==> config.mk <==
export PLATFORM = sky130hd
export DESIGN_NAME = uart_word_rx_flat
export DESIGN_NICKNAME = d
export VERILOG_FILES = /design/src/rtl/uart_word_rx_if.sv /design/src/rtl/uart_word_rx.sv /design/src/flat_wrapper.sv
export SDC_FILE = /design/constraint.sdc
export NUM_CORES = 1
export LEC_CHECK = 0
export CAP_MARGIN = 15
export CORE_ASPECT_RATIO = 0.8
export CORE_MARGIN = 2
export CORE_UTILIZATION = 35
export CTS_BUF_LIST = sky130_fd_sc_hd__clkbuf_8 sky130_fd_sc_hd__clkbuf_16
export CTS_CLUSTER_DIAMETER = 60
export DETAILED_ROUTE_END_ITERATION = 10
export PLACE_DENSITY = 0.57
export SETUP_SLACK_MARGIN = 0.2
export SYNTH_ARGS = -nofsm -noshare
export SYNTH_HDL_FRONTEND = slang
export SYNTH_SLANG_ARGS = --single-unit
==> constraint.sdc <==
create_clock -name clk -period 3 [get_ports clk]
set_input_delay 0.45 -clock clk [delete_from_list [all_inputs] [get_ports clk]]
set_output_delay 0.45 -clock clk [all_outputs]
set_load 0.005 [all_outputs]
==> src/rtl/uart_word_rx_if.sv <==
// Interface between the serial word receiver and its surroundings.
// The slave modport is the receiver; the master side drives the line and watches the word bus.
interface uart_word_rx_if;
  logic        rx;
  logic [15:0] out;
  logic        load;
  logic        frame_err;
  logic        busy;
  logic [1:0]  state;

  modport master (
    output rx,
    input  out,
    input  load,
    input  frame_err,
    input  busy,
    input  state
  );

  modport slave (
    input  rx,
    output out,
    output load,
    output frame_err,
    output busy,
    output state
  );
endinterface

==> src/rtl/uart_word_rx.sv <==
// 8N1 UART receiver that assembles byte pairs (low byte first) into 16-bit words
// and presents each word with a one-cycle load strobe.
module uart_word_rx #(
  parameter int CLKS_PER_BIT = 217,
  parameter int TIMEOUT_BITS = 40
) (
  input logic           clk,
  input logic           reset,
  uart_word_rx_if.slave bus
);

  localparam int TO_CYCLES = TIMEOUT_BITS * CLKS_PER_BIT;
  localparam int CNT_MAX   = (TO_CYCLES > CLKS_PER_BIT) ? TO_CYCLES : CLKS_PER_BIT;
  localparam int CW        = $clog2(CNT_MAX + 1);

  localparam logic [CW-1:0] HALF_BIT = CW'(CLKS_PER_BIT / 2);
  localparam logic [CW-1:0] FULL_BIT = CW'(CLKS_PER_BIT);
  localparam logic [CW-1:0] TO_LOAD  = CW'(TO_CYCLES);
  localparam logic [CW-1:0] CNT_ONE  = CW'(1);
  localparam logic          TO_EN    = (TIMEOUT_BITS != 0);

  typedef enum logic [1:0] {
    S_IDLE  = 2'd0,
    S_START = 2'd1,
    S_DATA  = 2'd2,
    S_STOP  = 2'd3
  } state_t;

  state_t        state_q, state_n;
  logic          rx_meta, rx_sync;
  logic [CW-1:0] cnt_q, cnt_n;
  logic [2:0]    idx_q, idx_n;
  logic [7:0]    sh_q, sh_n;
  logic          phase_q, phase_n;  // 1 = low byte held, waiting for high byte
  logic [7:0]    low_q, low_n;
  logic [CW-1:0] to_q, to_n;
  logic [15:0]   out_q, out_n;
  logic          load_q, load_n;
  logic          ferr_q, ferr_n;

  always_ff @(posedge clk) begin
    if (reset) begin
      rx_meta <= 1'b1;
      rx_sync <= 1'b1;
      state_q <= S_IDLE;
      cnt_q   <= '0;
      idx_q   <= '0;
      sh_q    <= '0;
      phase_q <= 1'b0;
      low_q   <= '0;
      to_q    <= '0;
      out_q   <= '0;
      load_q  <= 1'b0;
      ferr_q  <= 1'b0;
    end else begin
      rx_meta <= bus.rx;
      rx_sync <= rx_meta;
      state_q <= state_n;
      cnt_q   <= cnt_n;
      idx_q   <= idx_n;
      sh_q    <= sh_n;
      phase_q <= phase_n;
      low_q   <= low_n;
      to_q    <= to_n;
      out_q   <= out_n;
      load_q  <= load_n;
      ferr_q  <= ferr_n;
    end
  end

  // Bit counter expires when it reaches one, so a load of N gives a sample N cycles later.
  always_comb begin
    state_n = state_q;
    cnt_n   = cnt_q;
    idx_n   = idx_q;
    sh_n    = sh_q;
    phase_n = phase_q;
    low_n   = low_q;
    to_n    = to_q;
    out_n   = out_q;
    load_n  = 1'b0;
    ferr_n  = 1'b0;

    unique case (state_q)
      S_IDLE: begin
        if (!rx_sync) begin
          state_n = S_START;
          cnt_n   = HALF_BIT;
        end else if (phase_q && TO_EN) begin
          // Pending low byte ages only while the line is quiet.
          if (to_q == '0) phase_n = 1'b0;
          else            to_n    = to_q - CNT_ONE;
        end
      end

      S_START: begin
        if (cnt_q == CNT_ONE) begin
          if (!rx_sync) begin
            state_n = S_DATA;
            cnt_n   = FULL_BIT;
            idx_n   = '0;
          end else begin
            state_n = S_IDLE;
          end
        end else begin
          cnt_n = cnt_q - CNT_ONE;
        end
      end

      S_DATA: begin
        if (cnt_q == CNT_ONE) begin
          sh_n  = {rx_sync, sh_q[7:1]};
          cnt_n = FULL_BIT;
          if (idx_q == 3'd7) state_n = S_STOP;
          else               idx_n   = idx_q + 3'd1;
        end else begin
          cnt_n = cnt_q - CNT_ONE;
        end
      end

      S_STOP: begin
        if (cnt_q == CNT_ONE) begin
          // Leave at mid-stop-bit so a back-to-back start edge is not missed.
          state_n = S_IDLE;
          if (rx_sync) begin
            if (!phase_q) begin
              low_n   = sh_q;
              phase_n = 1'b1;
              to_n    = TO_LOAD;
            end else begin
              out_n   = {sh_q, low_q};
              load_n  = 1'b1;
              phase_n = 1'b0;
            end
          end else begin
            ferr_n  = 1'b1;
            phase_n = 1'b0;
          end
        end else begin
          cnt_n = cnt_q - CNT_ONE;
        end
      end

      default: state_n = S_IDLE;
    endcase
  end

  assign bus.out       = out_q;
  assign bus.load      = load_q;
  assign bus.frame_err = ferr_q;
  assign bus.busy      = (state_q != S_IDLE) || phase_q;
  assign bus.state     = state_q;

endmodule

==> src/flat_wrapper.sv <==
// flat-port wrapper written by rule: the top's interface ports become plain ports
module uart_word_rx_flat 
#(
  parameter int CLKS_PER_BIT = 217,
  parameter int TIMEOUT_BITS = 40
)
  (clk, reset, bus_rx, bus_out, bus_load, bus_frame_err, bus_busy, bus_state);
  uart_word_rx_if bus_i ();
  input logic clk;
  input logic reset;
  input wire logic [$bits(bus_i.rx)-1:0] bus_rx;
  output wire logic [$bits(bus_i.out)-1:0] bus_out;
  output wire logic [$bits(bus_i.load)-1:0] bus_load;
  output wire logic [$bits(bus_i.frame_err)-1:0] bus_frame_err;
  output wire logic [$bits(bus_i.busy)-1:0] bus_busy;
  output wire logic [$bits(bus_i.state)-1:0] bus_state;
  assign bus_i.rx = bus_rx;
  assign bus_out = bus_i.out;
  assign bus_load = bus_i.load;
  assign bus_frame_err = bus_i.frame_err;
  assign bus_busy = bus_i.busy;
  assign bus_state = bus_i.state;
  uart_word_rx #(.CLKS_PER_BIT(CLKS_PER_BIT), .TIMEOUT_BITS(TIMEOUT_BITS)) u_core (.clk(clk), .reset(reset), .bus(bus_i));
endmodule
==> key figures, run 1 <==
Logic synthesis
  – Synth warn: 0
  – Largest area contributor in the netlist: dfxtp_1
  – Sequential area share after synthesis: 0.405
  – Synthesized area: 3460 um2
  – Leading post-synthesis cells by cell area: dfxtp_1 (41%), nand2_1 (6.1%), a21oi_1 (5.1%)
  – Most frequent cells after synthesis: dfxtp_1 (70), nand2_1 (56), nor2_1 (37), a21oi_1 (35), inv_1 (12)
  – Post-synth ARST share: 0
  – Cell with the most instances after synthesis: dfxtp_1
  – Area share of the largest cell type after synthesis: 0.405
  – Number of synthesized flops with an enable pin: 0
  – Avg Inst Size Synth: 8.69 um2
  – Synth Register Bits: 70
  – Main synth FF type: dfxtp_1
  – Synthesized net count: 411
  – Synth Instances: 398
  – Synth cell types: 63

Power and ir drop
  – Clock share of power: 0.421
  – Pint: 0.00173 W
  – Seq pwr share: 0.408
  – NetSw: 0.000707 W
  – Logic pwr share: 0.171
  – Sw Ratio: 0.290
  – Leakage: 1.29 nW
  – Max IR drop VDD: 0.294 mV
  – PwrDens: 608 nW/um2

Critical path
  – Setup crit start kind: flip-flop
  – Crit Path Category: reg -> reg
  – CP max FO: 16
  – Worst Path Required: 3.24 ns
  – CP arrival: 2.67 ns
  – Reg2reg path depth: 6
  – Reg2reg end: u_core.cnt_q[12]
  – FF-to-FF setup slack: 0.57 ns
  – Crit end category: flip-flop
  – Reg-to-reg startpoint: u_core.bus.state[0]

Run
  – # Max-Cap Violations: 0

Global route
  – Total global routing overflow: 0
  – Largest net degree at the start of global routing: 38
  – Initial antenna violation count: 0
  – Vias in the first global route: 2749
  – GRT Util Overall: 0.156
  – First-pass GRT wire length: 13300 um

Routing
  – DRC: 0
  – Routed len/inst: 14.1 um
  – DR pass1 iterations: 4
  – Post-route ant nets: 0
  – Final WL: 7550 um
  – Initial DRC count: 281
  – Vias/cell: 5.30
  – Via total after detailed routing: 2840

Timing
  – Period utilization: 0.809
  – F_max: 412 MHz
  – Hold WS: 0.433 ns
  – Final setup TNS: 0 ns
  – RSZ-0062 raised after global routing: false
  – Worst-Margin Slew: 0.775 ns
  – Fin. Hold Viols: 0
  – Max-slew violation count: 0
  – Worst relative slew slack: 0.481
  – Tmin final: 2.43 ns
  – Layout Skew: 0.00607 ns
  – Final setup fails: 0

Clock network
  – Cts repair resizes: 0
  – Htree depth: 3
  – Postcts setup bufs: 0
  – CTS tree: done
  – Hold Buf Count CTS: 0
  – Max Buffers Root-to-Sink: 2
  – CTS clk-pin slew, worst paths: 0.06 ns
  – CTS Sinks: 70
  – Worst-skew pair later-pin latency: 0.32 ns
  – Num CTS Buffers: 9
  – Root buffer cell: clkbuf_16

Place
  – Port bufs: 23
  – DP Cell Count: 521
  – Dpl hpwl: 5110 um
  – GP Congestion: 0.811

Floorplanning
  – Rows: 32
  – Initial Util: 0.360
  – IO Pins: 24
  – Die area: 10700 um2
  – DIE WIDTH: 115 um
  – Die Y: 92.9 um
  – Core ar.: 9610 um2

Finish
  – Ant. Diodes: 0
  – Cell Count, Final, Fillers Out: 536
  – Share of cells above drive strength 1: 0.141
  – Area grow syn2layout: 16.0%
  – Layout Nets: 426

Min path
  – Hold EP: u_core.rx_sync
  – Hold WC Path Type: reg -> reg
  – Worst hold stages: 1
  – Hold path start: u_core.rx_meta

Status
  – Status: completed
[sequential cells by signal, indices dropped and copies added (netlist names), named ones only]
name	flops
u_core.sh_q	8
u_core.bus.state	1
u_core.rx_sync	1
u_core.bus.load	1
u_core.cnt_q	14
u_core.bus.out	16
u_core.rx_meta	1
u_core.low_q	8
u_core.to_q	14
u_core.bus.frame_err	1
u_core.phase_q	1
u_core.idx_q	3
[placed cells by master (no fill, tap or decap), types with 7 or more instances in the layout]
master           netlist  final
dfxtp_1               70     70
nand2_1               56     56
nor2_1                37     37
a21oi_1               35     35
clkdlybuf4s50_1        0     22
inv_1                 12     12
xnor2_1               11     11
nand2_2               10     10
a21oi_2               10     10
ha_1                  10     10
mux2i_1                9      9
clkbuf_16              0      9
nand3_1                8      8
nor3_1                 7      7
[stage by stage]
stage	setup WS [ns]	total power [W]	cell area (um2)	util
floorplan	1.01	0.00134	3460	-
global placement	0.683	0.00143	3720	0.387
detailed placement	0.600	0.00142	3720	0.387
CTS	0.592	0.00246	4010	0.417
global route	0.342	0.00257	4010	0.417
finish	0.573	0.00244	4010	0.417
[kinds of logic (layout without fill, tap and decap cells)]
group | count (synthesis) | count (layout) | synth area share
AO/OA/AOI/OAI | 93 | 93 | 0.190
XOR/XNOR | 13 | 13 | 0.0329
adder cells (fa/ha/maj) | 10 | 10 | 0.0362
buffers and inverters | 37 | 56 | 0.0575
flip-flops | 70 | 70 | 0.405
multiplexers | 9 | 9 | 0.0261
AND/OR/NAND/NOR | 166 | 166 | 0.252
[power groups by stage]
stage	sequential, W	combinational [W]	clock (W)
6_report	0.000995	0.000418	0.00103
5_1_grt	0.000999	0.000463	0.00110
3_5_place_dp	0.00101	0.000410	0
2_1_floorplan	0.00100	0.000337	0
3_3_place_gp	0.00101	0.000417	0
4_1_cts	0.000994	0.000414	0.00106
[critical path, stage by stage, from the launching register on]
cell      delay [ns]
dfxtp_1         0.44
ha_1            0.50
nor2_1          0.17
nor2_1          0.27
a21boi_0        0.40
or4b_1          0.48
o31ai_1         0.07
[worst max path at each step]
stage                              from          endpoint  slack (ns)  cells past startpoint
floorplan           u_core.bus.state[0]  u_core.cnt_q[12]        1.01                      7
global placement    u_core.bus.state[0]  u_core.cnt_q[12]        0.68                      6
detailed placement  u_core.bus.state[0]  u_core.cnt_q[12]        0.60                      6
CTS                 u_core.bus.state[0]  u_core.cnt_q[12]        0.59                      6
global route        u_core.bus.state[0]  u_core.cnt_q[12]        0.34                      6
finish              u_core.bus.state[0]  u_core.cnt_q[12]        0.57                      6
[layer usage]
metal / vias up / track usage / part of all wire
li1: 1441 / - / -
met1: 1328 / 0.223 / 0.52
met2: 67 / 0.220 / 0.43
met3: 4 / 0.0537 / 0.042
met4: 0 / 0.0462 / 0.0068
met5: - / 0 / 0
[final cells by class]
| cell class | instances | area [um2] |
|---|---|---|
| fillers | 960 | 5600 |
| inverters | 12 | 45.0 |
| repair buffers | 29 | 270 |
| flip-flops and latches | 70 | 1400 |
| well taps | 119 | 149 |
| clock buffers | 9 | 225 |
| multi-input cells | 291 | 1860 |
| clock inverters | 6 | 63.8 |
Note: power is estimated with default switching activity, not from simulation.
==> run 2: changes to the inputs <==
==> constraint.sdc (replaced) <==
create_clock -name clk -period 2.4 [get_ports clk]
set_input_delay 0.36 -clock clk [delete_from_list [all_inputs] [get_ports clk]]
set_output_delay 0.36 -clock clk [all_outputs]
set_load 0.005 [all_outputs]
==> run 2 against run 1 <==
Utilization is 2.0 points higher. Flip-flop and latch count stayed put. Non-clock buffer count is 16 higher. First-iteration DRC count is 49% lower. Final cell count up 3.2%. Critical path type is now reg -> out.
==> key figures, run 2 (synthesis gave the netlist of run 1 again) <==
Timing
  – Final worst setup slack: 0.273 ns
  – Worst-Margin Slew: 0.501 ns
  – Layout Skew: 0.00640 ns
  – Worst relative slew slack: 0.666
  – RSZ-0062 raised after global routing: true
  – Tmin final: 2.13 ns
  – Final setup TNS: 0 ns
  – Max-slew violation count: 0
  – F_max: 470 MHz
  – Final setup fails: 0
  – Period utilization: 0.886
  – Fin. Hold Viols: 0

Place
  – Setup WS pre-CTS: 0.199 ns
  – Dpl hpwl: 5470 um
  – DP Cell Count: 532
  – GP Congestion: 0.888
  – Port bufs: 23

Routing
  – Via total after detailed routing: 2957
  – DRC: 0
  – Post-route ant nets: 0
  – Vias/cell: 5.35
  – Initial DRC count: 142
  – Final WL: 7930 um
  – DR pass1 iterations: 5
  – Routed len/inst: 14.3 um

Critical path
  – FF-to-FF setup slack: 0.32 ns
  – Setup crit start kind: flip-flop
  – Crit end category: output pin
  – Crit Path Category: reg -> out
  – Reg2reg path depth: 7
  – CP max FO: 12
  – Reg-to-reg startpoint: u_core.cnt_q[0]
  – Reg2reg end: u_core.cnt_q[12]
  – CP arrival: 1.77 ns
  – Worst Path Required: 2.04 ns

Run
  – # Max-Cap Violations: 0

Finish
  – Fillers: 981
  – Most common cell after layout, fill and taps aside: dfxtp_1
  – Final Util: 0.438
  – Area grow syn2layout: 21.7%
  – Ant. Diodes: 0
  – Max reg flops: 16
  – Layout Nets: 442
  – Share of cells above drive strength 1: 0.187
  – Cell Count, Final, Fillers Out: 553
  – Commonest non-fill, non-tap cells in the layout: dfxtp_1 (68), nand2_1 (56), nor2_1 (35), a21oi_1 (35), clkdlybuf4s50_1 (22)

Min path
  – Hold EP: u_core.rx_sync
  – Hold path start: u_core.rx_meta
  – Hold WC Path Type: reg -> reg
  – Worst hold stages: 1

Global route
  – Total global routing overflow: 0
  – Largest net degree at the start of global routing: 27
  – Initial antenna violation count: 0
  – GRT Util Overall: 0.161
  – First-pass GRT wire length: 13400 um
  – Vias in the first global route: 2772

Clock network
  – Hold Buf Count CTS: 0
  – Worst-skew pair later-pin latency: 0.34 ns
  – Root buffer cell: clkbuf_16
  – CTS Sinks: 70
  – CTS clk-pin slew, worst paths: 0.06 ns
  – Max Buffers Root-to-Sink: 2
  – CTS tree: done
  – Num CTS Buffers: 9
  – Htree depth: 3

Power and ir drop
  – Max IR drop VDD: 0.344 mV
  – Leakage: 1.41 nW
  – PwrDens: 798 nW/um2

Floorplanning
  – Rows: 32
  – Die Y: 92.9 um
  – IO Pins: 24
  – DIE WIDTH: 115 um
  – Core ar.: 9610 um2
  – Die area: 10700 um2
  – Initial Util: 0.360

Status
  – Status: completed
run 2: cell count changes in the layout (fill, tap and decap cells not counted), sizes merged:
cell,previous run,this run
bufinv,1,2
inv,12,14
clkinvlp,2,1
clkinv,3,2
buf,7,23
run 2: how the worst max path moves through the flow:
stage	to	cells after the start	slack [ns]	start
global route	u_core.to_q[13]	5	0.19	u_core.to_q[7]
finish	bus_busy	5	0.27	u_core.bus.state[0]
global placement	u_core.cnt_q[12]	7	0.25	u_core.bus.state[0]
detailed placement	u_core.cnt_q[9]	8	0.20	u_core.bus.state[0]
CTS	bus_busy	5	0.23	u_core.bus.state[0]
floorplan	u_core.cnt_q[12]	7	0.41	u_core.bus.state[0]
run 2: what timing repair did:
item,4_1_cts,5_1_grt
endpoints found under the setup margin,3,17
pin swaps,0,2
gates resized for setup,2,7
buffers inserted,0,5
run 2: report_power, final:
part | switching, W | leakage, nW | internal, W
combinational | 0.000381 | 0.682 | 0.000291
clock | 0.000527 | 0.157 | 0.000912
sequential | 0.0000536 | 0.566 | 0.00119
total | 0.000962 | 1.41 | 0.00240
run 2: layer usage:
layer / vias to the layer above / GRT usage / part of all wire
li1: 1475 / - / -
met1: 1417 / 0.228 / 0.51
met2: 57 / 0.226 / 0.42
met3: 8 / 0.0517 / 0.056
met4: 0 / 0.0612 / 0.013
met5: - / 0 / 0
run 2: area by class of cell:
| cell class | instances | area (um2) | area share |
|---|---|---|---|
| Tap cell | 119 | 149 | 0.0354 |
| Clock buffer | 9 | 225 | 0.0535 |
| Inverter | 12 | 45.0 | 0.0107 |
| Multi-Input combinational cell | 291 | 1870 | 0.444 |
| Timing Repair Buffer | 45 | 415 | 0.0987 |
| Clock inverter | 7 | 97.6 | 0.0232 |
| Sequential cell | 70 | 1410 | 0.334 |
run 2: critical path, stage by stage (launching register included):
cell and delay [ns]:
dfxtp_4 0.38, inv_1 0.07, ha_1 0.21, buf_4 0.19
nand2b_1 0.09, clkdlybuf4s50_1 0.50
run 2: through the flow:
step	hold WS, ns	area, um2	power [W]
after CTS	0.436	4140	0.00332
after detailed placement	0.415	3820	0.00186
final	0.430	4210	0.00336
after floorplan	0.389	3460	0.00168
after global placement	0.404	3820	0.00186
after global routing	0.453	4210	0.00351
